<file path="config.mk">
export PLATFORM = sky130hd
export DESIGN_NAME = rename_stage
export DESIGN_NICKNAME = d
export VERILOG_FILES = /design/src/rtl/rename_types_pkg.sv /design/src/rtl/rename_stage_free_list.sv /design/src/rtl/rename_stage.sv
export SDC_FILE = /design/constraint.sdc
export NUM_CORES = 1
export LEC_CHECK = 0
export CAP_MARGIN = 0
export CORE_MARGIN = 4
export CORE_UTILIZATION = 55
export CTS_BUF_LIST = sky130_fd_sc_hd__clkbuf_2 sky130_fd_sc_hd__clkbuf_4 sky130_fd_sc_hd__clkbuf_8
export DETAILED_ROUTE_END_ITERATION = 16
export HOLD_SLACK_MARGIN = 0.08
export PLACE_DENSITY_LB_ADDON = 0.08
export SETUP_SLACK_MARGIN = 0.3
export SLEW_MARGIN = 40
export SYNTH_ARGS = -nofsm -noshare
export SYNTH_HDL_FRONTEND = slang
export SYNTH_HIERARCHICAL = 1
export SYNTH_SLANG_ARGS = --single-unit
</file>
<file path="constraint.sdc">
create_clock -name clk -period 3.6 [get_ports clk]
set_input_delay 0.54 -clock clk [delete_from_list [all_inputs] [get_ports clk]]
set_output_delay 0.54 -clock clk [all_outputs]
set_load 0.01 [all_outputs]
</file>
<file path="src/rtl/rename_types_pkg.sv">
// Shared types and sizing for the register rename stage and its free list.
package rename_types_pkg;
    localparam int ARCH_REGS = 32;
    localparam int PHYS_REGS = 64;
    localparam int PREG_W    = $clog2(PHYS_REGS);
    localparam int AREG_W    = $clog2(ARCH_REGS);
    localparam int FREE_REGS = PHYS_REGS - ARCH_REGS;
    localparam int COUNT_W   = $clog2(FREE_REGS + 1);
    localparam int PAYLOAD_W = 16;

    typedef logic [PREG_W-1:0] preg_t;
    typedef logic [AREG_W-1:0] areg_t;

    typedef struct packed {
        areg_t                rs1;
        areg_t                rs2;
        areg_t                rd;
        logic                 has_rd;
        logic [PAYLOAD_W-1:0] payload;
    } decoded_t;

    typedef struct packed {
        preg_t                prs1;
        preg_t                prs2;
        preg_t                prd;
        preg_t                old_prd;
        logic                 has_rd;
        logic [PAYLOAD_W-1:0] payload;
    } renamed_t;
endpackage

</file>
<file path="src/rtl/rename_stage_free_list.sv">
// Circular FIFO of unallocated physical registers; head is the next preg handed out.
module free_list
    import rename_types_pkg::*;
#(
    parameter int DEPTH = FREE_REGS
) (
    input  logic               clk,
    input  logic               reset,
    input  logic               alloc,
    input  logic               free_valid,
    input  preg_t              free_preg,
    output preg_t              head_preg,
    output logic [COUNT_W-1:0] count
);
    localparam int PTR_W = $clog2(DEPTH);

    preg_t            mem [DEPTH];
    logic [PTR_W-1:0] head;
    logic [PTR_W-1:0] tail;
    logic             push;
    logic             pop;

    // preg 0 backs x0 permanently, so releasing it is a no-op.
    assign push      = free_valid && (free_preg != '0);
    assign pop       = alloc && (count != '0);
    assign head_preg = mem[head];

    always_ff @(posedge clk) begin
        if (reset) begin
            for (int i = 0; i < DEPTH; i++) begin
                mem[i] <= preg_t'(ARCH_REGS + i);
            end
            head  <= '0;
            tail  <= '0;
            count <= COUNT_W'(DEPTH);
        end else begin
            if (push) begin
                mem[tail] <= free_preg;
                tail      <= tail + 1'b1;
            end
            if (pop) begin
                head <= head + 1'b1;
            end
            count <= count + COUNT_W'(push) - COUNT_W'(pop);
        end
    end

    overflow_a: assert property (@(posedge clk) disable iff (reset)
        !(push && count == COUNT_W'(DEPTH)));
endmodule

</file>
<file path="src/rtl/rename_stage.sv">
// Register rename: map table lookup, preg allocation from the free list, registered output.
module rename_stage
    import rename_types_pkg::*;
#(
    parameter int ARCH_REGS = rename_types_pkg::ARCH_REGS,
    parameter int PHYS_REGS = rename_types_pkg::PHYS_REGS
) (
    input  logic               clk,
    input  logic               reset,
    input  logic               valid_in,
    output logic               ready_in,
    input  decoded_t           data_in,
    output logic               valid_out,
    input  logic               ready_out,
    output renamed_t           data_out,
    input  logic               free_valid,
    input  preg_t              free_preg,
    output logic [COUNT_W-1:0] free_count
);
    // Handshake: a beat moves when valid and ready are both high on a rising edge;
    // valid never waits on ready, and held data stays stable until it is taken.
    preg_t    map_q [ARCH_REGS];
    preg_t    head_preg;
    logic     alloc_needed;
    logic     xfer;
    renamed_t renamed;

    assign alloc_needed = data_in.has_rd && (data_in.rd != '0);
    assign ready_in     = (ready_out || !valid_out) && ((free_count != '0) || !alloc_needed);
    assign xfer         = valid_in && ready_in;

    // Entry 0 is never stored; x0 reads as preg 0. Reads see the pre-write map.
    always_comb begin
        renamed         = '0;
        renamed.prs1    = (data_in.rs1 == '0) ? '0 : map_q[data_in.rs1];
        renamed.prs2    = (data_in.rs2 == '0) ? '0 : map_q[data_in.rs2];
        renamed.prd     = alloc_needed ? head_preg : '0;
        renamed.old_prd = alloc_needed ? map_q[data_in.rd] : '0;
        renamed.has_rd  = data_in.has_rd;
        renamed.payload = data_in.payload;
    end

    always_ff @(posedge clk) begin
        if (reset) begin
            for (int i = 1; i < ARCH_REGS; i++) begin
                map_q[i] <= preg_t'(i);
            end
        end else if (xfer && alloc_needed) begin
            map_q[data_in.rd] <= head_preg;
        end
    end

    always_ff @(posedge clk) begin
        if (reset) begin
            valid_out <= 1'b0;
            data_out  <= '0;
        end else if (xfer) begin
            valid_out <= 1'b1;
            data_out  <= renamed;
        end else if (ready_out) begin
            valid_out <= 1'b0;
        end
    end

    free_list #(
        .DEPTH(PHYS_REGS - ARCH_REGS)
    ) u_free_list (
        .clk       (clk),
        .reset     (reset),
        .alloc     (xfer && alloc_needed),
        .free_valid(free_valid),
        .free_preg (free_preg),
        .head_preg (head_preg),
        .count     (free_count)
    );
endmodule

</file>
==> flow_results.org <==
** Status
- Outcome :: finished clean

** Critical path
- Max incr delay on CP :: 0.57 ns
- Category of the worst setup path launch point :: primary input
- Reg-to-reg endpoint :: map_q[31][4]
- Along the worst path, the maximum fanout reaches 5.
- Required time at the endpoint of the critical path :: 3.06 ns
- The signal on the critical path passes through clkdlybuf4s50_1 -> or3_4 -> o21a_2 -> buf_4 -> a21oi_1 -> clkdlybuf4s50_1.
- The critical path is of the primary input to primary output type.
- Crit path top cell by count :: sky130_fd_sc_hd__clkdlybuf4s50_1
- Among all stages on the critical path, the largest delay is contributed by sky130_fd_sc_hd__clkdlybuf4s50_1.
- R2R setup slack :: 0.59 ns
- STA classifies the critical path endpoint as a primary output.
- The worst register-to-register path has a depth of 8.
- STA puts the critical path data arrival time at roughly 2.5 ns.

** Detailed routing
- Total number of vias :: ~16000
- After detailed routing, the total wire length is approximately 67000 um.
- Vias per std cell :: roughly 6.3
- In the final routed layout, each cell accounts on average for around 26 um.
- In this run the remaining antenna-violating nets after routing total 0.
- For this block, the initial DRC count from the detailed router was 1670.
- In the routed design, unresolved DRC markers number 0.
- First drt pass iteration count :: 5

** Power and ir drop
- Post-route total power :: 0.0123 W
- Summed over all cells, the static leakage comes to approximately 8.5 nW.
- Total power per unit cell area :: between 400 and 500 nW/um^2
- IR analysis of the VDD net gives a maximum drop of between 300 and 400 uV.

** Cells and area
- The finished cells cover between 20000 and 30000 sq um.
- The multi-input combinational cells in the finished layout cover a total of between 10000 and 15000 sq um.
- Fill count :: ~3200
- 0 antenna diodes ended up in the layout.
- Sequential standard cell area :: around 13000 sq um
- Final net count :: just under 2000
- Share of layout cells above drive strength 1 :: 22.2%
- Layout overhead on the synthesized area :: 12.5%

** Placed design
- At the end of routability-driven placement, the weighted congestion stood at 0.969.
- Final HPWL from detailed placement :: 45500 um
- Post-place setup slack :: approximately 0.028 ns
- Summing all placed instances gives a cell area of around 25000 sq um.
- Port buffering added between 90 and 100 buffers.

** Logic synthesis
- Leading cell type by number of instances after synthesis :: sky130_fd_sc_hd__edfxtp_1
- Top cell type's share of synthesized area :: 48.5%
- Summed over all instances, the cell type with the most area after synthesis is sky130_fd_sc_hd__edfxtp_1.
- The most used flip-flop cell after synthesis is sky130_fd_sc_hd__edfxtp_1.
- Synthesis produced a netlist whose cell count is ~1800.
- Yosys warning total :: 6
- In this run the mean area of a mapped cell was ~13 sq um.
- Async set-or-reset flop fraction in the synthesized netlist :: 0%
- The netlist uses 70 different library cells.
- By count the netlist is led by sky130_fd_sc_hd__edfxtp_1 (384), sky130_fd_sc_hd__mux2i_1 (151), sky130_fd_sc_hd__mux4_2 (129).
- In this run the cell area of the synthesized design comes to 23800 sq um.
- Number of synthesized flops with an enable pin :: around 380
- After synthesis the netlist holds a flip-flop and latch count of around 450.
- After synthesis, flip-flops and latches occupy between 50% and 60% of the total area.
- Top cells by area, synth :: sky130_fd_sc_hd__edfxtp_1 (48%), sky130_fd_sc_hd__mux4_2 (12%), sky130_fd_sc_hd__mux2i_1 (6.4%)

** STA
- Final worst path period share :: 84.4%
- The final count of pins violating max slew was 0.
- Worst-Margin Slew :: around 0.80 ns
- Adding up every negative setup slack in the final design gives 0 ns.
- Final setup violating endpoints :: 0
- Max-slew headroom at the worst pin :: about 47%
- Across all setup checks in the final design, the least slack found is roughly 0.56 ns.
- Number of endpoints with negative hold slack in the final report :: 0
- Hold timing on the final database bottoms out at a slack of 0.163 ns.
- For the final database, setup skew stands at 0.0355 ns.
- Based on the critical path, the design can be clocked at up to ~330 MHz.
- The routed design could run at a clock period as short as between 3 and 4 ns.
- Setup repair after global routing left no endpoint under its margin.

** Floorplanning
- Number of placement rows :: 75
- The region available for standard cell placement spans approximately 42000 sq um.
- The floorplan step defined a die boundary enclosing ~47000 sq um.
- Measured along the x axis, the die boundary spans ~220 um.
- Number of placed I/O pins :: a little over 90
- Die span in y :: approximately 220 um
- For this configuration, the core starts out at a cell density of between 50% and 60%.

** Hold path
- The path with the worst hold slack has its endpoint at data_out[16].
- Hold WC Path Type :: primary input to flip-flop
- The worst hold path begins at reset.
- The worst hold path passes through 2 cells.

** Clock network
- Number of buffers inserted for hold repair after clock tree synthesis :: 0
- Once the clock tree was built, the resizer swapped 0 gates to a different size.
- Number of buffers inserted during clock tree synthesis :: 76
- Clock network latency to the later pin of the worst-skew pair :: ~0.65 ns
- The H-tree was split into 3 levels.
- The longest clock path from root to sink contains 3 buffers.
- Buffers added to address setup during post-CTS repair amount to 0.
- Clock sinks :: ~450
- CTS tree :: yes
- Clock-pin slew was measured on the worst setup and hold paths at 0.06 ns.
- Clock tree synthesis selected as its root buffer the cell sky130_fd_sc_hd__clkbuf_8.

** Global route
- Pin count of the biggest net entering global routing :: between 50 and 60
- Via count of the first global-routing pass :: about 16000
- Global-route congestion overflow total :: 0
- First-pass GRT wire length :: 101000 um
- The number of antenna violations at the first check in global routing is 2.
- Combined global-route utilization of all metal layers :: ~29%

** Run
- Number of maximum-capacitance violations :: 0
[worst max path at each step]
| stage | from | end | cells past startpoint |
|---|---|---|---|
| 3_3_place_gp | data_in[19] | u_free_list/count[4] | 15 |
| 4_1_cts | data_in[19] | ready_in | 6 |
| 2_1_floorplan | data_in[18] | u_free_list/count[4] | 17 |
| 3_5_place_dp | data_in[19] | u_free_list/count[5] | 14 |
| 5_1_grt | u_free_list/count[1] | u_free_list/count[4] | 14 |
| 6_report | data_in[19] | ready_in | 6 |
[flip-flops by register name (all words and copies together), names as in the netlist, named ones only]
register and count:
map_q 192, u_free_list/mem 192, data_out 41, u_free_list/count 6, u_free_list/head 5, u_free_list/tail 5
valid_out 1
[where the power goes]
part           switching (W)  internal (W)
combinational        0.00113      0.000757
clock                0.00204       0.00244
sequential          0.000129       0.00579
total                0.00329       0.00899
[per-stage QoR]
| stage | utilization (%) | instances |
|---|---|---|
| after floorplan | - | 1830 |
| after detailed placement | 59.7 | 2398 |
| after CTS | 63.2 | 2526 |
| final | 63.2 | 2527 |
| after global placement | 59.7 | 2398 |
| after global routing | 63.2 | 2527 |
[per-layer routing]
| metal | share of wire (%) | global-route usage (%) | vias up | wire length [um] |
|---|---|---|---|---|
| li1 | - | - | 7142 | - |
| met1 | 38 | 35.9 | 7967 | 25500 |
| met2 | 50 | 48.0 | 706 | 33000 |
| met3 | 7.3 | 5.78 | 190 | 4850 |
| met4 | 4.8 | 12.8 | 2 | 3220 |
| met5 | 0.027 | 0 | - | 18 |
[cell type report]
type	instances	share of cell area, %
timing repair buffer	165	5.86
tap	577	2.70
inverter	16	0.224
multi-input combinational	1194	37.9
clock inverter	18	0.463
sequential	447	47.8
clock buffer	110	4.98
[layout by cell type, fill, tap and decap left out, types with 29 or more instances in the layout]
cell type,count
sky130_fd_sc_hd__nor3_1,46
sky130_fd_sc_hd__buf_4,64
sky130_fd_sc_hd__clkbuf_8,81
sky130_fd_sc_hd__or2_2,50
sky130_fd_sc_hd__clkbuf_4,29
sky130_fd_sc_hd__mux2i_1,151
sky130_fd_sc_hd__or3_1,125
sky130_fd_sc_hd__dfxtp_1,61
sky130_fd_sc_hd__nand3_1,42
sky130_fd_sc_hd__mux4_2,129
sky130_fd_sc_hd__nor2_1,109
sky130_fd_sc_hd__nand2_1,83
sky130_fd_sc_hd__edfxtp_1,384
sky130_fd_sc_hd__clkdlybuf4s50_1,82
sky130_fd_sc_hd__and2_1,119
sky130_fd_sc_hd__a22o_1,30
sky130_fd_sc_hd__a22oi_1,64
[critical path, delay by kind of cell]
kind	cells	cell delay, ns
buf+inv	3	1.13
compound gates	2	0.35
simple gates	1	0.47
[logic make-up after synthesis]
logic type                 synth area share, %
adders and majority gates                0.768
AOI/OAI and AO/OA                         6.00
xor gates and xnor gates                 0.368
muxes                                     19.4
and+or+nand+nor                           16.0
DFF                                       53.8
other                                   0.0158
buffers and inverters                     3.72
Note: power is estimated with default switching activity, not from simulation.
